[config.mk]
export PLATFORM = sky130hd
export DESIGN_NAME = clock_gate_sequencer
export DESIGN_NICKNAME = d
export VERILOG_FILES = /design/src/rtl/clock_gate_sequencer.sv
export SDC_FILE = /design/constraint.sdc
export NUM_CORES = 1
export LEC_CHECK = 0
export ABC_CLOCK_PERIOD_IN_PS = 5000
export CORE_MARGIN = 5
export CORE_UTILIZATION = 41
export DETAILED_ROUTE_END_ITERATION = 12
export HOLD_SLACK_MARGIN = 0.02
export PLACE_DENSITY_LB_ADDON = 0.05
export SETUP_SLACK_MARGIN = 0.2
export SYNTH_ARGS = -nofsm -noshare
export SYNTH_HDL_FRONTEND = slang
export SYNTH_SLANG_ARGS = --single-unit
[constraint.sdc]
create_clock -name clock -period 5 [get_ports clock]
set_input_delay 0.5 -clock clock [delete_from_list [all_inputs] [get_ports clock]]
set_output_delay 0.5 -clock clock [all_outputs]
set_load 0.1 [all_outputs]
[src/rtl/clock_gate_sequencer.sv]
// Ordered on/off sequencing of clock-route gates through 4-phase
// enable/ack handshakes, with settle delay and sticky timeout trap.
module clock_gate_sequencer #(
    parameter int NUM_DOMAINS    = 4,
    parameter int SETTLE_CYCLES  = 4,
    parameter int TIMEOUT_CYCLES = 64
) (
    input  logic                   clock,
    input  logic                   reset,
    input  logic                   req_on,
    input  logic [NUM_DOMAINS-1:0] domain_mask,
    output logic [NUM_DOMAINS-1:0] async_enable,
    input  logic [NUM_DOMAINS-1:0] async_enable_ack,
    output logic                   busy,
    output logic                   all_on,
    output logic                   all_off,
    output logic                   error,
    output logic [3:0]             error_domain
);

    localparam logic [15:0] SETTLE_LAST  = 16'(SETTLE_CYCLES - 1);
    localparam logic [15:0] TIMEOUT_LAST = 16'(TIMEOUT_CYCLES - 1);

    typedef enum logic [2:0] {
        S_OFF,
        S_UP_REQ,
        S_UP_SETTLE,
        S_ON,
        S_DN_REQ,
        S_DN_SETTLE,
        S_ERROR
    } state_t;

    state_t                   state;
    logic [3:0]               idx;
    logic [NUM_DOMAINS-1:0]   mask_q;
    logic [15:0]              cnt;
    logic [NUM_DOMAINS-1:0]   ack_meta;
    logic [NUM_DOMAINS-1:0]   ack_sync;

    logic [3:0] lo_idx;
    logic [3:0] hi_idx;
    logic [3:0] up_idx;
    logic [3:0] dn_idx;
    logic       up_found;
    logic       dn_found;
    logic       ack_cur;

    function automatic logic [NUM_DOMAINS-1:0] onehot(input logic [3:0] v);
        onehot = '0;
        for (int i = 0; i < NUM_DOMAINS; i++)
            if (int'(v) == i) onehot[i] = 1'b1;
    endfunction

    // Priority searches: lowest requested, highest enabled, and
    // nearest latched neighbour above/below the current index.
    always_comb begin
        lo_idx   = '0;
        hi_idx   = '0;
        up_idx   = idx;
        dn_idx   = idx;
        up_found = 1'b0;
        dn_found = 1'b0;
        for (int i = NUM_DOMAINS - 1; i >= 0; i--) begin
            if (domain_mask[i]) lo_idx = 4'(i);
            if (mask_q[i] && i > int'(idx)) begin
                up_found = 1'b1;
                up_idx   = 4'(i);
            end
        end
        for (int i = 0; i < NUM_DOMAINS; i++) begin
            if (async_enable[i]) hi_idx = 4'(i);
            if (mask_q[i] && i < int'(idx)) begin
                dn_found = 1'b1;
                dn_idx   = 4'(i);
            end
        end
    end

    assign ack_cur = |(ack_sync & onehot(idx));

    always_ff @(posedge clock) begin
        if (reset) begin
            state        <= S_OFF;
            idx          <= '0;
            mask_q       <= '0;
            cnt          <= '0;
            async_enable <= '0;
            error_domain <= '0;
            ack_meta     <= '0;
            ack_sync     <= '0;
        end else begin
            ack_meta <= async_enable_ack;
            ack_sync <= ack_meta;
            unique case (state)
                S_OFF: begin
                    if (req_on) begin
                        mask_q <= domain_mask;
                        cnt    <= '0;
                        if (domain_mask == '0) begin
                            state <= S_ON;
                        end else begin
                            idx          <= lo_idx;
                            async_enable <= async_enable | onehot(lo_idx);
                            state        <= S_UP_REQ;
                        end
                    end
                end
                S_UP_REQ: begin
                    if (ack_cur) begin
                        cnt   <= '0;
                        state <= S_UP_SETTLE;
                    end else if (cnt == TIMEOUT_LAST) begin
                        error_domain <= idx;
                        state        <= S_ERROR;
                    end else begin
                        cnt <= cnt + 16'd1;
                    end
                end
                S_UP_SETTLE: begin
                    if (cnt == SETTLE_LAST) begin
                        cnt <= '0;
                        if (!req_on) begin
                            async_enable <= async_enable & ~onehot(idx);
                            state        <= S_DN_REQ;
                        end else if (up_found) begin
                            idx          <= up_idx;
                            async_enable <= async_enable | onehot(up_idx);
                            state        <= S_UP_REQ;
                        end else begin
                            state <= S_ON;
                        end
                    end else begin
                        cnt <= cnt + 16'd1;
                    end
                end
                S_ON: begin
                    // Power-down walks whatever is actually on, mask or not.
                    if (!req_on) begin
                        mask_q <= async_enable;
                        cnt    <= '0;
                        if (async_enable == '0) begin
                            state <= S_OFF;
                        end else begin
                            idx          <= hi_idx;
                            async_enable <= async_enable & ~onehot(hi_idx);
                            state        <= S_DN_REQ;
                        end
                    end
                end
                S_DN_REQ: begin
                    if (!ack_cur) begin
                        cnt   <= '0;
                        state <= S_DN_SETTLE;
                    end else if (cnt == TIMEOUT_LAST) begin
                        error_domain <= idx;
                        state        <= S_ERROR;
                    end else begin
                        cnt <= cnt + 16'd1;
                    end
                end
                S_DN_SETTLE: begin
                    if (cnt == SETTLE_LAST) begin
                        cnt <= '0;
                        if (req_on) begin
                            async_enable <= async_enable | onehot(idx);
                            state        <= S_UP_REQ;
                        end else if (dn_found) begin
                            idx          <= dn_idx;
                            async_enable <= async_enable & ~onehot(dn_idx);
                            state        <= S_DN_REQ;
                        end else begin
                            state <= S_OFF;
                        end
                    end else begin
                        cnt <= cnt + 16'd1;
                    end
                end
                S_ERROR: begin
                    state <= S_ERROR;
                end
                default: begin
                    state <= S_ERROR;
                end
            endcase
        end
    end

    assign all_off = (state == S_OFF);
    assign all_on  = (state == S_ON);
    assign error   = (state == S_ERROR);
    assign busy    = !(all_off || all_on || error);

endmodule

==> out/results.md, run 1 <==
## Run status
• **run status** finished clean

## Timing
• **setup clock skew after layout** 0.008406 ns
• **transition time at the pin with the least slew margin** 0.9798 ns
• **fmax** 299.7 MHz
• **Max Transition Viols Final** 0
• **RSZ-0062 raised after global routing** false
• **final setup margin** 1.663 ns
• **Final min period** 3.337 ns
• **Hold Violations, Final** 0
• **number of setup violations in the final report** 0
• **remaining max-slew budget at the tightest pin** 34.48%
• **period utilization** 66.74%
• **final sum of negative setup slack** 0 ns

## Worst setup path
• **element type at the critical path end** output port
• **top fanout value on the critical path** 18
• **type of the worst setup path** flip-flop to output port
• **required time at the endpoint of the critical path** 4.50 ns
• **largest incremental delay on the critical path** 1.14 ns
• **critical path buffer and inverter count** 2
• **critical path launch point type** flip-flop
• **WP data arrival** 2.84 ns
• **critical path's slowest cell** clkdlybuf4s50_1
• **kind of cell adding the most delay to the critical path** buffers and inverters
• **crit path cell chain** nand3b_1 -> inv_1 -> a21oi_1 -> clkdlybuf4s50_1

## Route
• **Antenna Nets Post-Route** 0
• **sum of routed wire length over all layers** 7559 µm
• **average wire length per cell after detail routing** 16.19 µm
• **DRC** 0
• **vias after detailed routing** 2718
• **detailed router's first-iteration violation count** 203
• **router iterations before antenna repair** 4
• **average vias per placed instance** 5.820

## Hold path
• **worst min-delay path category** flip-flop to flip-flop

## Flow run
• **number of maximum-capacitance constraint violations** 0

## Placement
• **worst slack at placement** 2.001 ns
• **Final Wtd Congestion** 0.9033
• **placed wire-length estimate** 5434 µm
• **Port-buffer cells** 22

## Logic synthesis
• **cell type contributing the most total cell area after synthesis** dfxtp_1
• **most frequent cell after synthesis** dfxtp_1
• **warning count from the yosys run** 0
• **most common flop cell mapped by yosys** dfxtp_1
• **cells after synthesis** 359
• **register area share after synthesis** 29.89%
• **async set-or-reset flop fraction in the synthesized netlist** 0%
• **synth cell count leaders** 43 x dfxtp_1, 40 x nor2_1, 32 x a21oi_1
• **mean instance size in the synthesized netlist** 8.023 µm²
• **Post-synth EDFFs** 0
• **post-synth top area share** 29.89%
• **main area contributors after synthesis** dfxtp_1 30%, a21oi_1 5.6%, nor2_1 5.2%
• **net count after synthesis** 371
• **number of synthesized register bits** 43
• **netlist area before placement** 2880 µm²
• **number of unique standard cell types used by synthesis** 74

## Layout
• **nets** 382
• **share of cells above drive strength 1** 10.78%
• **Filler Cells Inserted** 711
• **layout-stage area growth over the synthesis result** 11.56%
• **number of inserted diodes** 0

## Floorplanning
• **Die W** 93.82 µm
• **Rows** 30
• **height of the die** 93.82 µm
• **core area** 6832 µm²
• **number of I/O pins** 23
• **Initial Utilization** 42.16%
• **overall die area** 8801 µm²

## CTS
• **setup bufs post-CTS** 0
• **CTS H-Tree Depth** 2
• **number of buffers created by CTS** 5
• **clock insertion delay at the later pin of the skew report** 0.30 ns
• **root cell of the clock tree** clkbuf_8
• **number of resized instances in the post-cts repair step** 0
• **number of buffers between clock root and the deepest sink** 2
• **number of hold-repair buffers added at the cts stage** 0
• **clock tree from TritonCTS** built
• **Clock transition at path regs** 0.10 ns
• **CTS sink count** 43

## Power and ir drop
• **maximum ir drop on the vdd rail** 0.4156 mV
• **leakage power of the design** 1.126 nW
• **cell area power density** 498.1 nW/µm²

## Global routing
• **aggregate global-route resource usage** 17.44%
• **number of global-route vias before repair** 2381
• **maximum number of pins on one net before global-route repair** 32
• **wire length of the first global-routing pass** 12350 µm
• **number of antenna violations at the first check in global routing** 0
• **final global-route overflow total** 0

==> cell type report <==
cell class | count | area, µm² | area share (%)
sequential | 43 | 860.8 | 26.79
inverter | 9 | 33.78 | 1.051
clock inverter | 3 | 26.28 | 0.8178
clock buffer | 5 | 68.82 | 2.142
timing repair buffer | 23 | 227.7 | 7.087
tap | 96 | 120.1 | 3.738
multi-input combinational | 288 | 1876 | 58.37
==> final timing paths <==
check	start	to	slack, ns	cells past startpoint
max	state[2]$_SDFFE_PP0P_	busy	1.66	4
min	ack_meta[1]$_SDFF_PP0_	ack_sync[1]$_SDFF_PP0_	0.44	1
max reg2reg	idx[1]$_SDFFE_PP0P_	cnt[7]$_SDFFE_PP0P_	2.32	6
min reg2reg	ack_meta[1]$_SDFF_PP0_	ack_sync[1]$_SDFF_PP0_	0.44	1
==> per-stage QoR <==
| step | power (mW) | hold WS, ns | area (µm²) | std cells | util, % |
|---|---|---|---|---|---|
| floorplan | 1.171 | 0.4138 | 2880 | 359 | - |
| global placement | 1.365 | 0.4153 | 3118 | 459 | 45.64 |
| detailed placement | 1.356 | 0.4253 | 3118 | 459 | 45.64 |
| CTS | 1.609 | 0.4492 | 3213 | 467 | 47.03 |
| global route | 1.706 | 0.4626 | 3213 | 467 | 47.03 |
| finish | 1.600 | 0.4385 | 3213 | 467 | 47.03 |
==> layer usage <==
layer,part of all wire (%),global-route usage [%]
met3,4.2,2.965
met4,1.0,4.452
met5,0,0
met2,48,27.74
met1,47,24.37
==> layout by cell type, fill, tap and decap left out, types with 6 or more instances in the layout <==
master and instances:
o21ai_0 13, nor2_1 40, dfxtp_1 43, a21oi_1 32
mux2i_1 9, nor3_1 12, a31oi_1 10, clkdlybuf4s50_1 22
and3_1 7, a211oi_1 6, inv_1 7, nand2_1 26
nand3_1 12, nor4_1 6, nor2b_1 14
==> state kept, by name, summed over array words and instances (netlist names) <==
signal        cells
state             3
async_enable      4
error_domain      4
cnt              16
ack_sync          4
mask_q            4
idx               4
ack_meta          4
==> logic make-up after synthesis <==
| group | after synthesis | synth area share, % |
|---|---|---|
| flip-flops | 43 | 29.89 |
| buffers and inverters | 28 | 4.996 |
| adder cells (fa/ha/maj) | 1 | 0.4343 |
| AO/OA/AOI/OAI | 112 | 27.58 |
| AND/OR/NAND/NOR | 159 | 31.15 |
| multiplexers | 14 | 5.343 |
| XOR/XNOR | 2 | 0.6083 |
==> power breakdown <==
group | total (mW) | internal (mW) | leakage, nW | switching, mW
Clock | 0.246 | 0.103 | 0.0491 | 0.143
Sequential | 0.491 | 0.382 | 0.350 | 0.109
Combinational | 0.863 | 0.292 | 0.726 | 0.572
Total | 1.60 | 0.777 | 1.13 | 0.823
Note: power is estimated with default switching activity, not from simulation.
==> run 2: changes to the inputs <==
ABC_CLOCK_PERIOD_IN_PS = 3410   (was 5000)
clock period = 3.41 ns   (was 5 ns; I/O delays follow)
==> run 2 against run 1 <==
  * Clock-buffer cell count rose by 1
  * Sequential power rose by 45%
  * First-iteration DRC count fell by 11%
  * Clock skew fell by 0.00052 ns
  * Sequential cell count did not move
==> out/results.md, run 2 (synthesis gave the netlist of run 1 again) <==
## Run status
• **run status** finished clean

## Worst setup path
• **element type at the critical path end** output port
• **required time at the endpoint of the critical path** 3.07 ns
• **WP data arrival** 2.07 ns
• **type of the worst setup path** flip-flop to output port
• **top fanout value on the critical path** 19
• **critical path launch point type** flip-flop

## Global routing
• **number of antenna violations at the first check in global routing** 0
• **number of global-route vias before repair** 2510
• **wire length of the first global-routing pass** 12450 µm
• **final global-route overflow total** 0
• **aggregate global-route resource usage** 17.47%
• **maximum number of pins on one net before global-route repair** 23

## Timing
• **Final min period** 2.414 ns
• **number of setup violations in the final report** 0
• **period utilization** 70.78%
• **Hold Violations, Final** 0
• **final sum of negative setup slack** 0 ns
• **final worst hold slack** 0.4383 ns
• **remaining max-slew budget at the tightest pin** 34.86%
• **Max Transition Viols Final** 0
• **setup clock skew after layout** 0.007882 ns
• **transition time at the pin with the least slew margin** 0.9740 ns
• **fmax** 414.3 MHz
• **RSZ-0062 raised after global routing** false

## Layout
• **Reg area** 860.8 µm²
• **Filler Cells Inserted** 691
• **leading cell types in the layout, fill and taps excluded** 43 x dfxtp_1, 40 x nor2_1, 31 x a21oi_1
• **nets** 386
• **share of cells above drive strength 1** 12.80%
• **flip-flop count of the largest register, all copies and words added** 16
• **register name with the most flops** cnt
• **footprint of the multi-input gates** 1879 µm²
• **number of inserted diodes** 0
• **layout-stage area growth over the synthesis result** 12.03%
• **commonest non-fill, non-tap cell in the layout** dfxtp_1

## Floorplanning
• **Initial Utilization** 42.16%
• **core area** 6832 µm²
• **Die W** 93.82 µm
• **Rows** 30
• **height of the die** 93.82 µm
• **number of I/O pins** 23
• **overall die area** 8801 µm²

## CTS
• **clock tree from TritonCTS** built
• **CTS sink count** 43
• **Clock transition at path regs** 0.09 ns
• **number of buffers between clock root and the deepest sink** 2
• **setup bufs post-CTS** 0
• **CTS H-Tree Depth** 2
• **number of buffers created by CTS** 5
• **number of resized instances in the post-cts repair step** 0
• **root cell of the clock tree** clkbuf_8
• **clock insertion delay at the later pin of the skew report** 0.29 ns
• **number of hold-repair buffers added at the cts stage** 0

## Route
• **average vias per placed instance** 5.790
• **Met1 Routed Length** 3556 µm
• **detailed router's first-iteration violation count** 181
• **met3 WL post-DR** 390 µm
• **Antenna Nets Post-Route** 0
• **sum of routed wire length over all layers** 7509 µm
• **router iterations before antenna repair** 4
• **average wire length per cell after detail routing** 15.94 µm
• **DRC** 0
• **vias after detailed routing** 2727
• **top sig layer** met4
• **detailed route wirelength on metal2** 3482 µm

## Power and ir drop
• **maximum ir drop on the vdd rail** 0.5207 mV
• **cell area power density** 719.8 nW/µm²
• **leakage power of the design** 1.145 nW

## Placement
• **Final Wtd Congestion** 0.8989
• **placed wire-length estimate** 5453 µm
• **Port-buffer cells** 22

## Hold path
• **worst min-delay path category** flip-flop to flip-flop

## Flow run
• **number of maximum-capacitance constraint violations** 0

[run 2: routing by layer]
layer  up-vias  track usage [%]
met2        82            28.09
met5         -                0
met1      1262            24.04
met3         7            2.965
li1       1376                -
met4         0            4.693
[run 2: power by group]
| part | total [mW] | switching, mW | internal [mW] |
|---|---|---|---|
| sequential | 0.710 | 0.150 | 0.561 |
| clock | 0.326 | 0.183 | 0.144 |
| combinational | 1.29 | 0.847 | 0.438 |
| total | 2.32 | 1.18 | 1.14 |
[run 2: final cells by class]
cell class                 count  area share [%]
clock buffer                   6           2.249
clock inverter                 2          0.3877
inverter                       9           1.047
multi-input combinational    288           58.24
sequential                    43           26.68
tap                           96           3.722
timing repair buffer          27           7.677
[run 2: path summary, 6_finish.rpt]
kind	slack (ns)	cells after the start	to	from
worst min-delay path	0.44	1	ack_sync[3]$_SDFF_PP0_	ack_meta[3]$_SDFF_PP0_
worst max-delay path	1.0	3	all_on	state[0]$_SDFFE_PP0P_
worst min register to register	0.44	1	ack_sync[3]$_SDFF_PP0_	ack_meta[3]$_SDFF_PP0_
worst max register to register	1.0	6	cnt[7]$_SDFFE_PP0P_	idx[0]$_SDFFE_PP0P_
[run 2: metrics by stage]
stage	cell area (µm²)	setup WS (ns)	instances	total power, mW	utilization (%)
6_report	3227	0.9963	471	2.323	47.23
4_1_cts	3227	1.015	471	2.329	47.23
3_5_place_dp	3142	0.8288	463	2.002	45.99
5_1_grt	3227	0.8583	471	2.477	47.23
2_1_floorplan	2884	0.3714	359	1.723	-
3_3_place_gp	3142	0.8850	463	2.013	45.99
[run 2: critical path, stage by stage, from the launching register on]
cell and delay (ns):
dfxtp_1 0.76, nand3b_1 0.49, inv_1 0.21, buf_4 0.31
==> run 3: changes to the inputs <==
ABC_CLOCK_PERIOD_IN_PS = 2400   (was 3410)
clock period = 2.4 ns   (was 3.41 ns; I/O delays follow)
==> run 3 against run 2 <==
  * Power rose by 57%
  * Critical path depth rose by 4
  * Hold slack improved by 0.0025 ns
  * Design area rose by 8.7%
  * Register-to-register slack got worse by 0.73 ns
==> out/results.md, run 3 (synthesis gave the netlist of run 1 again) <==
## Run status
• **run status** finished clean

## Global routing
• **aggregate global-route resource usage** 18.39%
• **number of antenna violations at the first check in global routing** 0
• **wire length of the first global-routing pass** 12890 µm
• **number of global-route vias before repair** 2641
• **maximum number of pins on one net before global-route repair** 26
• **final global-route overflow total** 0

## Timing
• **RSZ-0062 raised after global routing** true
• **fmax** 467.8 MHz
• **setup clock skew after layout** 0.009124 ns
• **remaining max-slew budget at the tightest pin** 59.95%
• **Max Transition Viols Final** 0
• **Hold Violations, Final** 0
• **period utilization** 89.07%
• **Final min period** 2.138 ns
• **transition time at the pin with the least slew margin** 0.6008 ns
• **number of setup violations in the final report** 0
• **final sum of negative setup slack** 0 ns
• **final setup margin** 0.2624 ns
• **final worst hold slack** 0.4409 ns

## Worst setup path
• **element type at the critical path end** flip-flop
• **WP data arrival** 2.38 ns
• **top fanout value on the critical path** 14
• **Setup crit end** cnt[7]$_SDFFE_PP0P_
• **startpoint of the worst setup timing path** state[0]$_SDFFE_PP0P_
• **Crit Reg-Reg Endpoint** cnt[7]$_SDFFE_PP0P_
• **flop2flop setup slack** 0.26 ns
• **critical path launch point type** flip-flop
• **type of the worst setup path** flip-flop to flip-flop
• **RR Startpoint** state[0]$_SDFFE_PP0P_
• **Worst Reg2Reg Path Length in Cells** 7
• **required time at the endpoint of the critical path** 2.64 ns
• **critical path's slowest cell** dfxtp_1
• **crit path cell chain** buf_4 -> nor2_1 -> nand2_1 -> mux2_4 -> o21a_4 -> or3_1 -> a31oi_1
• **largest incremental delay on the critical path** 0.49 ns

## Layout
• **layout-stage area growth over the synthesis result** 21.76%
• **commonest non-fill, non-tap cell in the layout** nor2_1
• **leading cell types in the layout, fill and taps excluded** 40 x nor2_1, 37 x buf_4, 33 x dfxtp_1
• **share of cells above drive strength 1** 24.25%
• **flip-flop count of the largest register, all copies and words added** 16
• **footprint of the multi-input gates** 1909 µm²
• **nets** 411
• **Reg area** 873.3 µm²
• **register name with the most flops** cnt
• **Filler Cells Inserted** 688
• **number of inserted diodes** 0

## Route
• **vias after detailed routing** 2861
• **sum of routed wire length over all layers** 7889 µm
• **DRC** 0
• **Antenna Nets Post-Route** 0
• **detailed router's first-iteration violation count** 126
• **router iterations before antenna repair** 4
• **average wire length per cell after detail routing** 15.91 µm
• **average vias per placed instance** 5.768

## Hold path
• **worst min-delay path category** flip-flop to flip-flop
• **min-delay src** ack_meta[2]$_SDFF_PP0_

## Floorplanning
• **number of I/O pins** 23
• **Rows** 30
• **Initial Utilization** 42.16%
• **core area** 6832 µm²
• **height of the die** 93.82 µm
• **Die W** 93.82 µm
• **overall die area** 8801 µm²

## Placement
• **Port-buffer cells** 22
• **placed wire-length estimate** 5840 µm
• **Final Wtd Congestion** 0.8812
• **worst slack at placement** 0.04062 ns

## CTS
• **number of buffers created by CTS** 5
• **CTS H-Tree Depth** 2
• **root cell of the clock tree** clkbuf_8
• **Clock transition at path regs** 0.09 ns
• **number of hold-repair buffers added at the cts stage** 0
• **CTS sink count** 43
• **number of buffers between clock root and the deepest sink** 2
• **clock insertion delay at the later pin of the skew report** 0.31 ns
• **clock tree from TritonCTS** built
• **setup bufs post-CTS** 0

## Power and ir drop
• **maximum ir drop on the vdd rail** 0.6608 mV
• **Final Total Pwr** 3.640 mW
• **cell area power density** 1038 nW/µm²
• **leakage power of the design** 1.314 nW

## Flow run
• **number of maximum-capacitance constraint violations** 0

-- run 3: cell types whose count changed in the layout (fill, tap and decap cells not counted), moves of 2 or more --
cell / previous run / this run
nor4_1: 6 / 4
buf_4: 9 / 37
dfxtp_2: 0 / 10
nor4_2: 1 / 3
clkdlybuf4s50_1: 18 / 10
dfxtp_1: 43 / 33
buf_12: 0 / 5
-- run 3: worst min-delay path by stage --
stage / endpoint / depth (start not counted)
2_1_floorplan: ack_meta[0]$_SDFF_PP0_ / 1
3_3_place_gp: ack_sync[2]$_SDFF_PP0_ / 1
3_5_place_dp: ack_sync[2]$_SDFF_PP0_ / 1
4_1_cts: ack_sync[2]$_SDFF_PP0_ / 1
5_1_grt: ack_sync[1]$_SDFF_PP0_ / 1
6_report: ack_sync[2]$_SDFF_PP0_ / 1
-- run 3: power by group --
| group | internal (mW) | switching, mW |
|---|---|---|
| Sequential | 0.807 | 0.171 |
| Clock | 0.209 | 0.289 |
| Combinational | 0.840 | 1.32 |
| Total | 1.86 | 1.79 |
-- run 3: critical path: cells and delay by family (launching register included) --
kind,cells,cell delay [ns]
simple gates,3,0.63
compound gates,2,0.39
buf+inv,1,0.25
flops,1,0.49
mux,1,0.31
-- run 3: repair_timing --
action                                  in CTS  in global routing
gates resized for setup                      3                  8
endpoints found under the setup margin       3                 14
pin swaps                                    1                  1
endpoints found under the hold margin        0                  0
-- run 3: cell type report --
cell class              instances  share of cell area (%)
inverters                       9                  0.9633
repair buffers                 52                   13.63
flip-flops and latches         43                   24.90
multi-input cells             288                   54.44
clock inverters                 3                  0.6778
well taps                      96                   3.425
clock buffers                   5                   1.962
-- run 3: stage by stage --
stage	util (%)	instances	instance area, µm²
final	51.34	496	3507
after global routing	51.34	496	3507
after CTS	50.92	496	3478
after detailed placement	49.51	488	3382
after global placement	49.51	488	3382
after floorplan	-	359	2894
-- run 3: layer usage --
layer,part of all wire (%),global-route usage (%),up-vias
li1,-,-,1425
met1,47,24.10,1345
met2,48,30.51,73
met3,4.1,3.285,18
met4,1.9,5.776,0
met5,0,0,-
